$ cat config.mk
export PLATFORM = sky130hd
export DESIGN_NAME = bit_splitter
export DESIGN_NICKNAME = d
export VERILOG_FILES = /design/src/rtl/bit_splitter_pkg.sv /design/src/rtl/bit_splitter_lsb_find.sv /design/src/rtl/bit_splitter.sv
export SDC_FILE = /design/constraint.sdc
export NUM_CORES = 1
export LEC_CHECK = 0
export CAP_MARGIN = 15
export CORE_MARGIN = 2
export CORE_UTILIZATION = 35
export CTS_BUF_LIST = sky130_fd_sc_hd__clkbuf_4 sky130_fd_sc_hd__clkbuf_8 sky130_fd_sc_hd__clkbuf_16
export CTS_CLUSTER_SIZE = 10
export DETAILED_ROUTE_END_ITERATION = 8
export PLACE_DENSITY_LB_ADDON = 0.15
export RECOVER_POWER = 100
export SYNTH_ARGS = -nofsm -noshare
export SYNTH_HDL_FRONTEND = slang
export SYNTH_SLANG_ARGS = --single-unit
$ cat constraint.sdc
create_clock -name clock -period 2.4 [get_ports clock]
set_input_delay 0.36 -clock clock [delete_from_list [all_inputs] [get_ports clock]]
set_output_delay 0.36 -clock clock [all_outputs]
set_load 0.02 [all_outputs]
$ cat src/rtl/bit_splitter_pkg.sv
// Shared types and defaults for the bit splitter.
// Optional popcount output is enabled by BIT_SPLITTER_COUNT_EN.
package bit_splitter_pkg;

    localparam int WIDTH_DEF = 32;
    localparam int IDX_W_DEF = 5;

    typedef enum logic {
        IDLE  = 1'b0,
        SPLIT = 1'b1
    } state_t;

    localparam logic [WIDTH_DEF-1:0] ZERO_WORD = '0;

endpackage

$ cat src/rtl/bit_splitter_lsb_find.sv
// Lowest-set-bit finder built from plain and/or/not terms.
// Returns the isolated bit, its binary index and a single-bit flag.
module lsb_find
    import bit_splitter_pkg::*;
#(
    parameter int WIDTH = WIDTH_DEF,
    parameter int IDX_W = IDX_W_DEF
) (
    input  logic [WIDTH-1:0] i_mask,
    output logic [WIDTH-1:0] o_onehot,
    output logic [IDX_W-1:0] o_index,
    output logic             o_single
);

    logic [WIDTH-1:0] w_onehot;
    logic [WIDTH-1:0] w_dup;
    logic [IDX_W-1:0] w_index;
    logic             w_any;

    // w_any walks upward as "some lower bit was already set"
    always_comb begin
        w_onehot = '0;
        w_dup    = '0;
        w_index  = '0;
        w_any    = 1'b0;
        for (int i = 0; i < WIDTH; i++) begin
            w_onehot[i] = i_mask[i] & ~w_any;
            w_dup[i]    = i_mask[i] & w_any;
            w_any       = w_any | i_mask[i];
        end
        for (int i = 0; i < WIDTH; i++) begin
            w_index = w_index | ({IDX_W{w_onehot[i]}} & IDX_W'(i));
        end
    end

    assign o_onehot = w_onehot;
    assign o_index  = w_index;
    assign o_single = w_any & ~(|w_dup);

endmodule

$ cat src/rtl/bit_splitter.sv
// Splits a merged word into one-hot beats, lowest bit first.
// Define BIT_SPLITTER_COUNT_EN to add the out_count popcount port.
module bit_splitter
    import bit_splitter_pkg::*;
#(
    parameter int WIDTH = WIDTH_DEF,
    parameter int IDX_W = IDX_W_DEF
) (
    input  logic             clock,
    input  logic             reset,
    input  logic             in_valid,
    output logic             in_ready,
    input  logic [WIDTH-1:0] data_operand,
    output logic             out_valid,
    input  logic             out_ready,
    output logic [WIDTH-1:0] out_onehot,
    output logic [IDX_W-1:0] out_index,
    output logic             out_last,
`ifdef BIT_SPLITTER_COUNT_EN
    output logic [IDX_W:0]   out_count,
`endif
    output logic             busy
);

    state_t           r_state;
    state_t           w_state_nxt;
    logic [WIDTH-1:0] r_mask;
    logic [WIDTH-1:0] w_mask_nxt;

    logic [WIDTH-1:0] w_lsb_onehot;
    logic [IDX_W-1:0] w_lsb_index;
    logic             w_lsb_single;
    logic             w_empty;
    logic             w_last;
    logic             w_split;
    logic             w_ready;

    lsb_find #(
        .WIDTH (WIDTH),
        .IDX_W (IDX_W)
    ) u_lsb (
        .i_mask   (r_mask),
        .o_onehot (w_lsb_onehot),
        .o_index  (w_lsb_index),
        .o_single (w_lsb_single)
    );

    // an empty word still owes one terminating beat
    assign w_empty = (r_mask == WIDTH'(ZERO_WORD));
    assign w_last  = w_lsb_single | w_empty;

    always_ff @(posedge clock) begin
        if (reset) begin
            r_state <= IDLE;
            r_mask  <= '0;
        end else begin
            r_state <= w_state_nxt;
            r_mask  <= w_mask_nxt;
        end
    end

    always_comb begin
        w_state_nxt = r_state;
        w_mask_nxt  = r_mask;
        w_ready     = 1'b0;
        w_split     = 1'b0;
        unique case (r_state)
            IDLE: begin
                w_ready = ~reset;
                if (in_valid & ~reset) begin
                    w_mask_nxt  = data_operand;
                    w_state_nxt = SPLIT;
                end
            end
            SPLIT: begin
                w_split = 1'b1;
                if (out_ready) begin
                    w_mask_nxt = r_mask & ~w_lsb_onehot;
                    if (w_last) begin
                        w_state_nxt = IDLE;
                    end
                end
            end
            default: begin
                w_state_nxt = IDLE;
                w_mask_nxt  = '0;
            end
        endcase
    end

    assign in_ready   = w_ready;
    assign out_valid  = w_split;
    assign busy       = w_split;
    assign out_onehot = w_lsb_onehot & {WIDTH{w_split}};
    assign out_index  = w_lsb_index & {IDX_W{w_split}};
    assign out_last   = w_last & w_split;

`ifdef BIT_SPLITTER_COUNT_EN
    logic [IDX_W:0] r_count;
    logic [IDX_W:0] w_popcnt;

    always_comb begin
        w_popcnt = '0;
        for (int i = 0; i < WIDTH; i++) begin
            w_popcnt = w_popcnt + (IDX_W+1)'(data_operand[i]);
        end
    end

    always_ff @(posedge clock) begin
        if (reset) begin
            r_count <= '0;
        end else if (w_ready & in_valid) begin
            r_count <= w_popcnt;
        end
    end

    assign out_count = r_count;
`endif

endmodule

* Word level (Yosys, flattened, before mapping)
Index checks and enable logic that the tools add are counted.
** Storage, ports and cells
- Flip-flop bits (word level) :: 33
- Output and inout bits :: 41
- Word-level logic and storage cells :: 181
** Operators by class
- Eq/ne operators :: 2
- Multiplexer cells :: 9
- Bitwise logic cells :: 165
- Reduce and logical (&&, ||, !) cells :: 3
** Operators by type and width (number)
- $or 5x5->5 :: 16
- $and 1x1->1 :: 65
- $and 32x32->32 :: 2
- $mux 32 :: 2
- $pmux 32 s2 :: 1
- $or 5x4->5 :: 8
- $not 1->1 :: 34
- $logic_not 32->1 :: 1
- $not 32->32 :: 1
- $or 1x1->1 :: 32
- $reduce_or 31->1 :: 1
- $or 5x3->5 :: 4
- $and 5x5->5 :: 1
- $mux 1 :: 5
- $or 5x2->5 :: 1
- $ne 2x2->1 const B :: 2
- $or 1x2->2 :: 1
- $pmux 1 s2 :: 1
- $reduce_and 2->1 :: 1

* Longest topological paths before layout
Gate-level depths: netlist (run 1).
- Word-level depth :: 38
- Depth in mapped cells :: 9

* Modules after synthesis
From an unflattened synthesis (run 1), not the netlist that was laid out.
** Unflattened totals
- Cell total of the unflattened synthesis :: 368
- Area total of the unflattened synthesis :: 2850.2 µm²
** Modules (own cells, without submodules)
- bit_splitter :: times used 1, cells an instance 205, area an instance 1810.5 µm², sequential area each 660.6 µm²
- lsb_find :: times used 1, cells an instance 163, area an instance 1039.7 µm², sequential area each 0.0 µm²

* Worst setup path after synthesis (run 1)
No wires, ideal clock.
- Path type :: reg-to-output
- Start :: reg r_mask[16]
- End :: out out_last
- Data arrival time :: 2.533 ns
- Data required time :: 2.040 ns
- Path slack :: -0.493 ns
- Cell stages (with the launch flop) :: 9
- Cell sequence :: dfxtp_1 -> buf_2 -> nor4_2 -> nand4_2 -> or4_1 -> buf_4 -> a2111oi_4 -> nand4_1 -> o31ai_2
** On the way
- Cells in the longest elaborated chain, start to end :: 21
- Elaborated cells between the ends (all ways) :: 38
- Those cells by class :: bitwise (36); reduce/logical (2)
** RTL lines
- from (decl) :: RTL line bit_splitter.sv:27 : logic [WIDTH-1:0] r_mask;
- from (signal assigned) :: RTL line bit_splitter.sv:58 : r_mask <= w_mask_nxt;
- $or 1x1->1 (15 in a row) :: RTL line bit_splitter_lsb_find.sv:29 : w_any = w_any | i_mask[i];
- $and 1x1->1 :: RTL line bit_splitter_lsb_find.sv:28 : w_dup[i] = i_mask[i] & w_any;
- $reduce_or 31->1 :: RTL line bit_splitter_lsb_find.sv:38 : assign o_single = w_any & ~(|w_dup);
- $not 1->1 :: RTL line bit_splitter_lsb_find.sv:38
- $and 1x1->1 :: RTL line bit_splitter_lsb_find.sv:38
- $or 1x1->1 * :: RTL line bit_splitter.sv:50 : assign w_last = w_lsb_single | w_empty;
- $and 1x1->1 * :: RTL line bit_splitter.sv:96 : assign out_last = w_last & w_split;
- to (decl) :: RTL line bit_splitter.sv:18 : output logic out_last,
Every way passes the cells marked *; elsewhere a longest branch is shown, timed or not.

* Worst setup path in the final report (run 1)
- Start :: reg r_mask[10]
- End :: out out_index[4]
** On the way
- Cells in the longest elaborated chain, start to end :: 25
- Elaborated cells between the ends (all ways) :: 70
- Those cells by class :: bitwise (70)
** RTL lines
- $or 1x1->1 * (6 in a row) :: RTL line bit_splitter_lsb_find.sv:29
- $not 1->1 or $or 1x1->1 (tied branches) :: RTL line bit_splitter_lsb_find.sv:27, bit_splitter_lsb_find.sv:29
- $and 1x1->1 (tied with other cells) :: RTL line bit_splitter_lsb_find.sv:27 : w_onehot[i] = i_mask[i] & ~w_any;
- $or 5x5->5 (tied with other cells) (14 in a row) :: RTL line bit_splitter_lsb_find.sv:32 : w_index = w_index | ({IDX_W{w_onehot[i]}} & IDX_W'(i));
- $or 5x5->5 or $and 1x1->1 (tied branches) :: RTL line bit_splitter_lsb_find.sv:32, bit_splitter_lsb_find.sv:27
- $or 5x5->5 * :: RTL line bit_splitter_lsb_find.sv:32
- $and 5x5->5 * :: RTL line bit_splitter.sv:95 : assign out_index = w_lsb_index & {IDX_W{w_split}};
- to (decl) :: RTL line bit_splitter.sv:17 : output logic [IDX_W-1:0] out_index,
Marks and branches as above.

==> results.sh, run 1 <==
export IMPL_status="finished with violations"
export IMPL_violations="negative setup slack"
export IMPL_yosys_area_share_simple_pct=35.2
export IMPL_path_cells="nor4_4, nand4_2, or4_4, buf_4, buf_8, o32a_1, nand3_2, o41a_1, buf_6"
export IMPL_synth_compound_area_share_pct=31.5
export IMPL_crit_type="register to output port"
export IMPL_fp_dieArea_sq_mm=0.00788
export IMPL_root_buffer="clkbuf_8"
export IMPL_synthesis_instances=362
export IMPL_cp_data_arrival_time_ns=2.62
export IMPL_drtIter0Drc=234
export IMPL_cp_end_kind="output port"
export IMPL_io_buffers=76
export IMPL_clk_latency_ns=0.29
export IMPL_clk_pin_slew_ns=0.07
export IMPL_fp_row_count=30
export IMPL_p_leak_nw=2.00
export IMPL_cp_required_ns=2.04
export IMPL_fin_skew_ns=0.00930
export IMPL_ys_types=53
export IMPL_nFillCells=604
export IMPL_avgRoutedWirePerCell_microns=17.6
export IMPL_place_gp_congestion=0.925
export IMPL_syn_area_sq_mm=0.00251
export IMPL_finalSetupViolCount=26
export IMPL_worst_path_max_fanout=8
export IMPL_synth_avg_cell_area_sq_um=6.94
export IMPL_synth_top_area_share_pct=26.3
export IMPL_cp_top_family="simple AND/OR/NAND/NOR gates"
export IMPL_via_per_inst=5.56
export IMPL_hold_path_depth=3
export IMPL_grt_setup_unrepaired="true"
export IMPL_utilization_pct=69.2
export IMPL_slew_viol_final=0
export IMPL_r2r_setup_slack_ns=0.02
export IMPL_period_minus_slack_ns=2.98
export IMPL_ys_seq_area_share_pct=26.3
export IMPL_die_x_microns=88.7
export IMPL_hold_viol_final=0
export IMPL_hold_class="register to register"
export IMPL_ys_seq_elements=33
export IMPL_grt_use_total_pct=29.2
export IMPL_total_power_w=0.00250
export IMPL_finalNetCount=582
export IMPL_grt_pass1_vias=3562
export IMPL_dpl_cell_count=616
export IMPL_path_depth=9
export IMPL_vias=3567
export IMPL_synth_area_leaders="dfxtp_1, nor2_1, a22oi_1, o21ai_0, nand2_1"
export IMPL_synth_xor_area_share_pct=0
export IMPL_detailedPlacementHpwl_mm=8.51
export IMPL_ioPinCount=77
export IMPL_ant_nets=0
export IMPL_cp_slowest_stage_delay_ns=0.46
export IMPL_ys_flop_type="dfxtp_1"
export IMPL_fmax_mhz=335
export IMPL_die_height_microns=88.7
export IMPL_synth_top_family_by_area="simple AND/OR/NAND/NOR gates"
export IMPL_cap_viol_max_count=0
export IMPL_clockBufferDepth=2
export IMPL_grt_pass1_wl_mm=17.6
export IMPL_synth_enable_flop_cells=0
export IMPL_finalCritPeriodShare_pct=124
export IMPL_synth_nets=398
export IMPL_drive_above_1_share_pct=42.9
export IMPL_grt_max_degree=34
export IMPL_hold_ws_ns=0.597
export IMPL_diodes=0
export IMPL_ir_worst_vdd_mv=0.236
export IMPL_cp_start_kind="register"
export IMPL_ctsHoldBuffers=0
export IMPL_tritoncts="done"
export IMPL_synth_async_reset_ratio_pct=0
export IMPL_area_growth_pct=89.1
export IMPL_timing_final_ws_setup_ns=-0.582
export IMPL_synth_mux_area_fraction_pct=0
export IMPL_start_util_pct=36.6
export IMPL_ff2ff_path_depth=7
export IMPL_drc=0
export IMPL_core_sq_mm=0.00687
export IMPL_slew_headroom_pct=33.1
export IMPL_h_tree_depth=2
export IMPL_stdcell_count=642
export IMPL_clock_sinks=33
export IMPL_ys_warn_count=0
export IMPL_yosys_area_share_adder_pct=0.796
export IMPL_overflow=0
export IMPL_antenna_found_initial=0
export IMPL_power_density_mw_per_mm2=526
export IMPL_numCtsBuffers=5
export IMPL_path_buf_inv=3
export IMPL_crit_slowest_cell="or4_4"
export IMPL_dr_pass1_iters=6
export IMPL_drt_total_wl_mm=11.3
export IMPL_tightest_slew_ns=1.00
export IMPL_synth_top_cell_by_area="dfxtp_1"
[worst paths after layout]
check,to,startpoint
max,out_index[4],r_mask[10]
min,r_mask[31],r_mask[31]
max reg2reg,r_state,r_mask[10]
min reg2reg,r_mask[31],r_mask[31]
[power breakdown]
part	total, W	internal [W]	switching (W)
logic	0.00145	0.000755	0.000693
registers	0.000604	0.000575	0.0000294
clock network	0.000446	0.000227	0.000219
total	0.00250	0.00156	0.000941
[per-stage QoR]
| step | TNS [ns] | area (sq um) | setup slack [ns] |
|---|---|---|---|
| after floorplan | -0.829 | 2580 | -0.314 |
| after CTS | -4.85 | 4510 | -0.575 |
| final | -6.35 | 4750 | -0.582 |
| after detailed placement | -11.11 | 4180 | -0.808 |
| after global routing | -10.67 | 4750 | -0.673 |
| after global placement | -10.79 | 4180 | -0.823 |
[worst min-delay path: stages (launching register included)]
cell     delay, ns
dfxtp_1       0.31
buf_4         0.14
nand2_1       0.05
a21oi_1       0.05
[cells by family after synthesis]
kind of cell	count (synthesis)
AOI/OAI and AO/OA	116
adders and majority gates	2
buffers and inverters	39
DFF	33
and+or+nand+nor	172
[per-layer routing]
metal	up-vias	GRT usage [%]	wire length [microns]
li1	1714	-	-
met1	1717	37.7	4970
met2	118	50.4	5520
met3	18	5.13	619
met4	0	7.16	196
met5	-	0	0
[registers in the layout (all words and copies together), names as in the netlist]
| name | flops |
|---|---|
| r_mask | 32 |
| r_state | 1 |
[layout make-up]
type	instances	area [sq um]	area share, %
multi-input cells	290	2060	43.3
repair buffers	208	1780	37.5
flip-flops and latches	33	676	14.2
well taps	96	120	2.53
clock buffers	6	82.6	1.74
inverters	8	30.0	0.632
clock inverters	1	7.51	0.158
[placed cells by master (no fill, tap or decap), types with 4 or more instances in the layout]
cell	instances
nand2_1	34
o21ai_0	28
nor3_1	16
and3_1	6
a21o_1	5
or4_4	4
a22oi_1	23
dfxtp_1	25
nor4_4	9
buf_6	34
clkbuf_8	6
nand3_2	4
inv_1	8
a31oi_1	5
dfxtp_2	6
a21oi_1	22
and3_4	5
clkbuf_2	4
o31a_1	4
nor3_4	6
buf_4	121
clkdlybuf4s50_1	40
nor2_1	46
[cells in the mapped netlist (2+ instances only)]
master and count:
nand2_1 36, a221oi_1 3, nand4b_1 2, nand4_1 3, maj3_1 2, o22ai_1 3
or3_1 5, nor2_1 50, o31a_1 4, buf_2 3, a22oi_1 24, a31oi_1 6
nand3_1 7, and3_1 11, and2_1 6, nor4_2 3, clkbuf_1 25, a21oi_1 22
buf_4 2, nor3_1 24, dfxtp_1 33, nor4_1 8, inv_1 8, nand2b_1 3
and4_1 2, a2bb2oi_1 2, or4_1 5, a21o_1 5, o21a_1 2, o21ai_0 29
o41a_1 2
[repair_timing]
| action | 4_1_cts | 5_1_grt |
|---|---|---|
| endpoints found under the setup margin | 35 | 32 |
| pin swaps | 16 | 17 |
| endpoints found under the hold margin | 0 | 0 |
| buffers inserted | 8 | 14 |
| gates resized for setup | 197 | 71 |
Note: power is estimated with default switching activity, not from simulation.
==> inputs of run 2 (changes only) <==
- CORE_UTILIZATION: 35 -> 43
==> run 2 against run 1 <==
- the flow still finishes with violations (negative setup slack)
- clock skew rose by 0.0022 ns
- non-clock buffer count decreased by 13
- critical endpoint is now out_last
- power is 0.69% higher
- critical path type unchanged
==> results.sh, run 2 (synthesis gave the netlist of run 1 again) <==
export IMPL_violations="negative setup slack"
export IMPL_fp_dieArea_sq_mm=0.00647
export IMPL_finalSetupTns_ns=-7.24
export IMPL_hold_class="register to register"
export IMPL_ff2ff_path_depth=7
export IMPL_diodes=0
export IMPL_die_height_microns=80.5
export IMPL_dpl_cell_count=589
export IMPL_fin_skew_ns=0.0115
export IMPL_crit_end="out_last"
export IMPL_reg_top3="r_mask (32), r_state (1)"
export IMPL_nFillCells=396
export IMPL_worst_path_max_fanout=6
export IMPL_fp_row_count=27
export IMPL_detailedPlacementHpwl_mm=8.43
export IMPL_layout_common_cells="buf_4, nor2_1, clkdlybuf4s50_1, buf_6, nand2_1"
export IMPL_start_util_pct=45.1
export IMPL_postLayoutCellArea_sq_mm=0.00464
export IMPL_io_buffers=76
export IMPL_h_tree_depth=2
export IMPL_power_density_mw_per_mm2=542
export IMPL_cp_data_arrival_time_ns=2.73
export IMPL_cp_required_ns=2.04
export IMPL_status="finished with violations"
export IMPL_overflow=0
export IMPL_r2r_start="r_mask[12]"
export IMPL_clk_pin_slew_ns=0.07
export IMPL_clock_sinks=33
export IMPL_crit_reg2reg_capture="r_state"
export IMPL_grt_pass1_vias=3616
export IMPL_grt_use_total_pct=36.2
export IMPL_r2r_setup_slack_ns=-0.08
export IMPL_ant_nets=0
export IMPL_drive_above_1_share_pct=41.2
export IMPL_largest_reg_flops=32
export IMPL_place_gp_congestion=1.04
export IMPL_ioPinCount=77
export IMPL_p_leak_nw=1.96
export IMPL_slew_viol_final=0
export IMPL_numCtsBuffers=5
export IMPL_ir_worst_vdd_mv=0.338
export IMPL_fmax_mhz=324
export IMPL_root_buffer="clkbuf_8"
export IMPL_avgRoutedWirePerCell_microns=20.1
export IMPL_stdcell_count=606
export IMPL_dr_pass1_iters=6
export IMPL_tightest_slew_ns=0.987
export IMPL_die_x_microns=80.5
export IMPL_top_register="r_mask"
export IMPL_slew_headroom_pct=34.2
export IMPL_timing_final_ws_setup_ns=-0.688
export IMPL_tritoncts="done"
export IMPL_cp_start_kind="register"
export IMPL_finalNetCount=569
export IMPL_hp_start="r_mask[17]"
export IMPL_via_per_inst=6.32
export IMPL_total_power_w=0.00252
export IMPL_finalSetupViolCount=28
export IMPL_core_sq_mm=0.00557
export IMPL_area_growth_pct=84.6
export IMPL_drt_total_wl_mm=12.2
export IMPL_place_area_sq_mm=0.00412
export IMPL_cp_end_kind="output port"
export IMPL_vias=3831
export IMPL_crit_type="register to output port"
export IMPL_hold_viol_final=0
export IMPL_antenna_found_initial=0
export IMPL_path_cells="buf_4, or4_4, o22ai_1, a22oi_1, a221oi_1, nand3b_1, o31ai_4, buf_6"
export IMPL_crit_slowest_cell="or4_4"
export IMPL_cap_viol_max_count=0
export IMPL_grt_setup_unrepaired="true"
export IMPL_utilization_pct=83.2
export IMPL_startpoint="r_mask[2]"
export IMPL_ctsHoldBuffers=0
export IMPL_final_common_cell="buf_4"
export IMPL_drtIter0Drc=505
export IMPL_clockBufferDepth=2
export IMPL_finalCritPeriodShare_pct=129
export IMPL_cp_slowest_stage_delay_ns=0.57
export IMPL_grt_pass1_wl_mm=18.0
export IMPL_clk_latency_ns=0.29
export IMPL_grt_max_degree=34
export IMPL_drc=0
export IMPL_period_minus_slack_ns=3.09
[run 2: worst min-delay path by stage]
stage	end	slack (ns)	depth (start not counted)
final	r_mask[17]	0.61	2
after global routing	r_mask[30]	0.64	2
after CTS	r_mask[30]	0.60	2
after detailed placement	r_mask[30]	0.59	2
after global placement	r_mask[30]	0.55	2
after floorplan	r_mask[31]	0.46	2
[run 2: metal layers]
| metal | global-route usage, % | vias up | share of wire [%] |
|---|---|---|---|
| met5 | 0 | - | 0 |
| met4 | 16.8 | 0 | 5.0 |
| met3 | 5.62 | 71 | 9.5 |
| met2 | 60.6 | 288 | 47 |
| met1 | 45.4 | 1782 | 38 |
| li1 | - | 1690 | - |
[run 2: worst max-delay path: cells and delay by family, from the launching register on]
| family | cells | cell delay [ns] |
|---|---|---|
| DFF | 1 | 0.33 |
| buffers and inverters | 2 | 0.30 |
| AOI/OAI and AO/OA | 4 | 1.03 |
| and+or+nand+nor | 2 | 0.77 |
[run 2: power by group]
group	switching, W	internal (W)	total, W
Clock	0.000221	0.000257	0.000478
Sequential	0.0000269	0.000575	0.000602
Combinational	0.000730	0.000705	0.00143
[run 2: area by class of cell]
cell class | instances | area [sq um] | area share, %
multi-input combinational | 290 | 2070 | 44.7
clock buffer | 8 | 97.6 | 2.10
timing repair buffer | 195 | 1680 | 36.2
inverter | 8 | 30.0 | 0.647
tap | 72 | 90.1 | 1.94
sequential | 33 | 669 | 14.4
[run 2: repair_timing]
item / 4_1_cts / 5_1_grt
gates cloned: 0 / 0
gates resized for setup: 198 / 68
setup buffers: 5 / 7
setup endpoints to repair: 35 / 35
pin swaps: 12 / 11
[run 2: through the flow]
| step | hold slack [ns] | setup WS [ns] |
|---|---|---|
| 5_1_grt | 0.642 | -0.836 |
| 3_3_place_gp | 0.553 | -0.797 |
| 2_1_floorplan | 0.458 | -0.314 |
| 3_5_place_dp | 0.586 | -0.819 |
| 4_1_cts | 0.597 | -0.577 |
| 6_report | 0.608 | -0.688 |
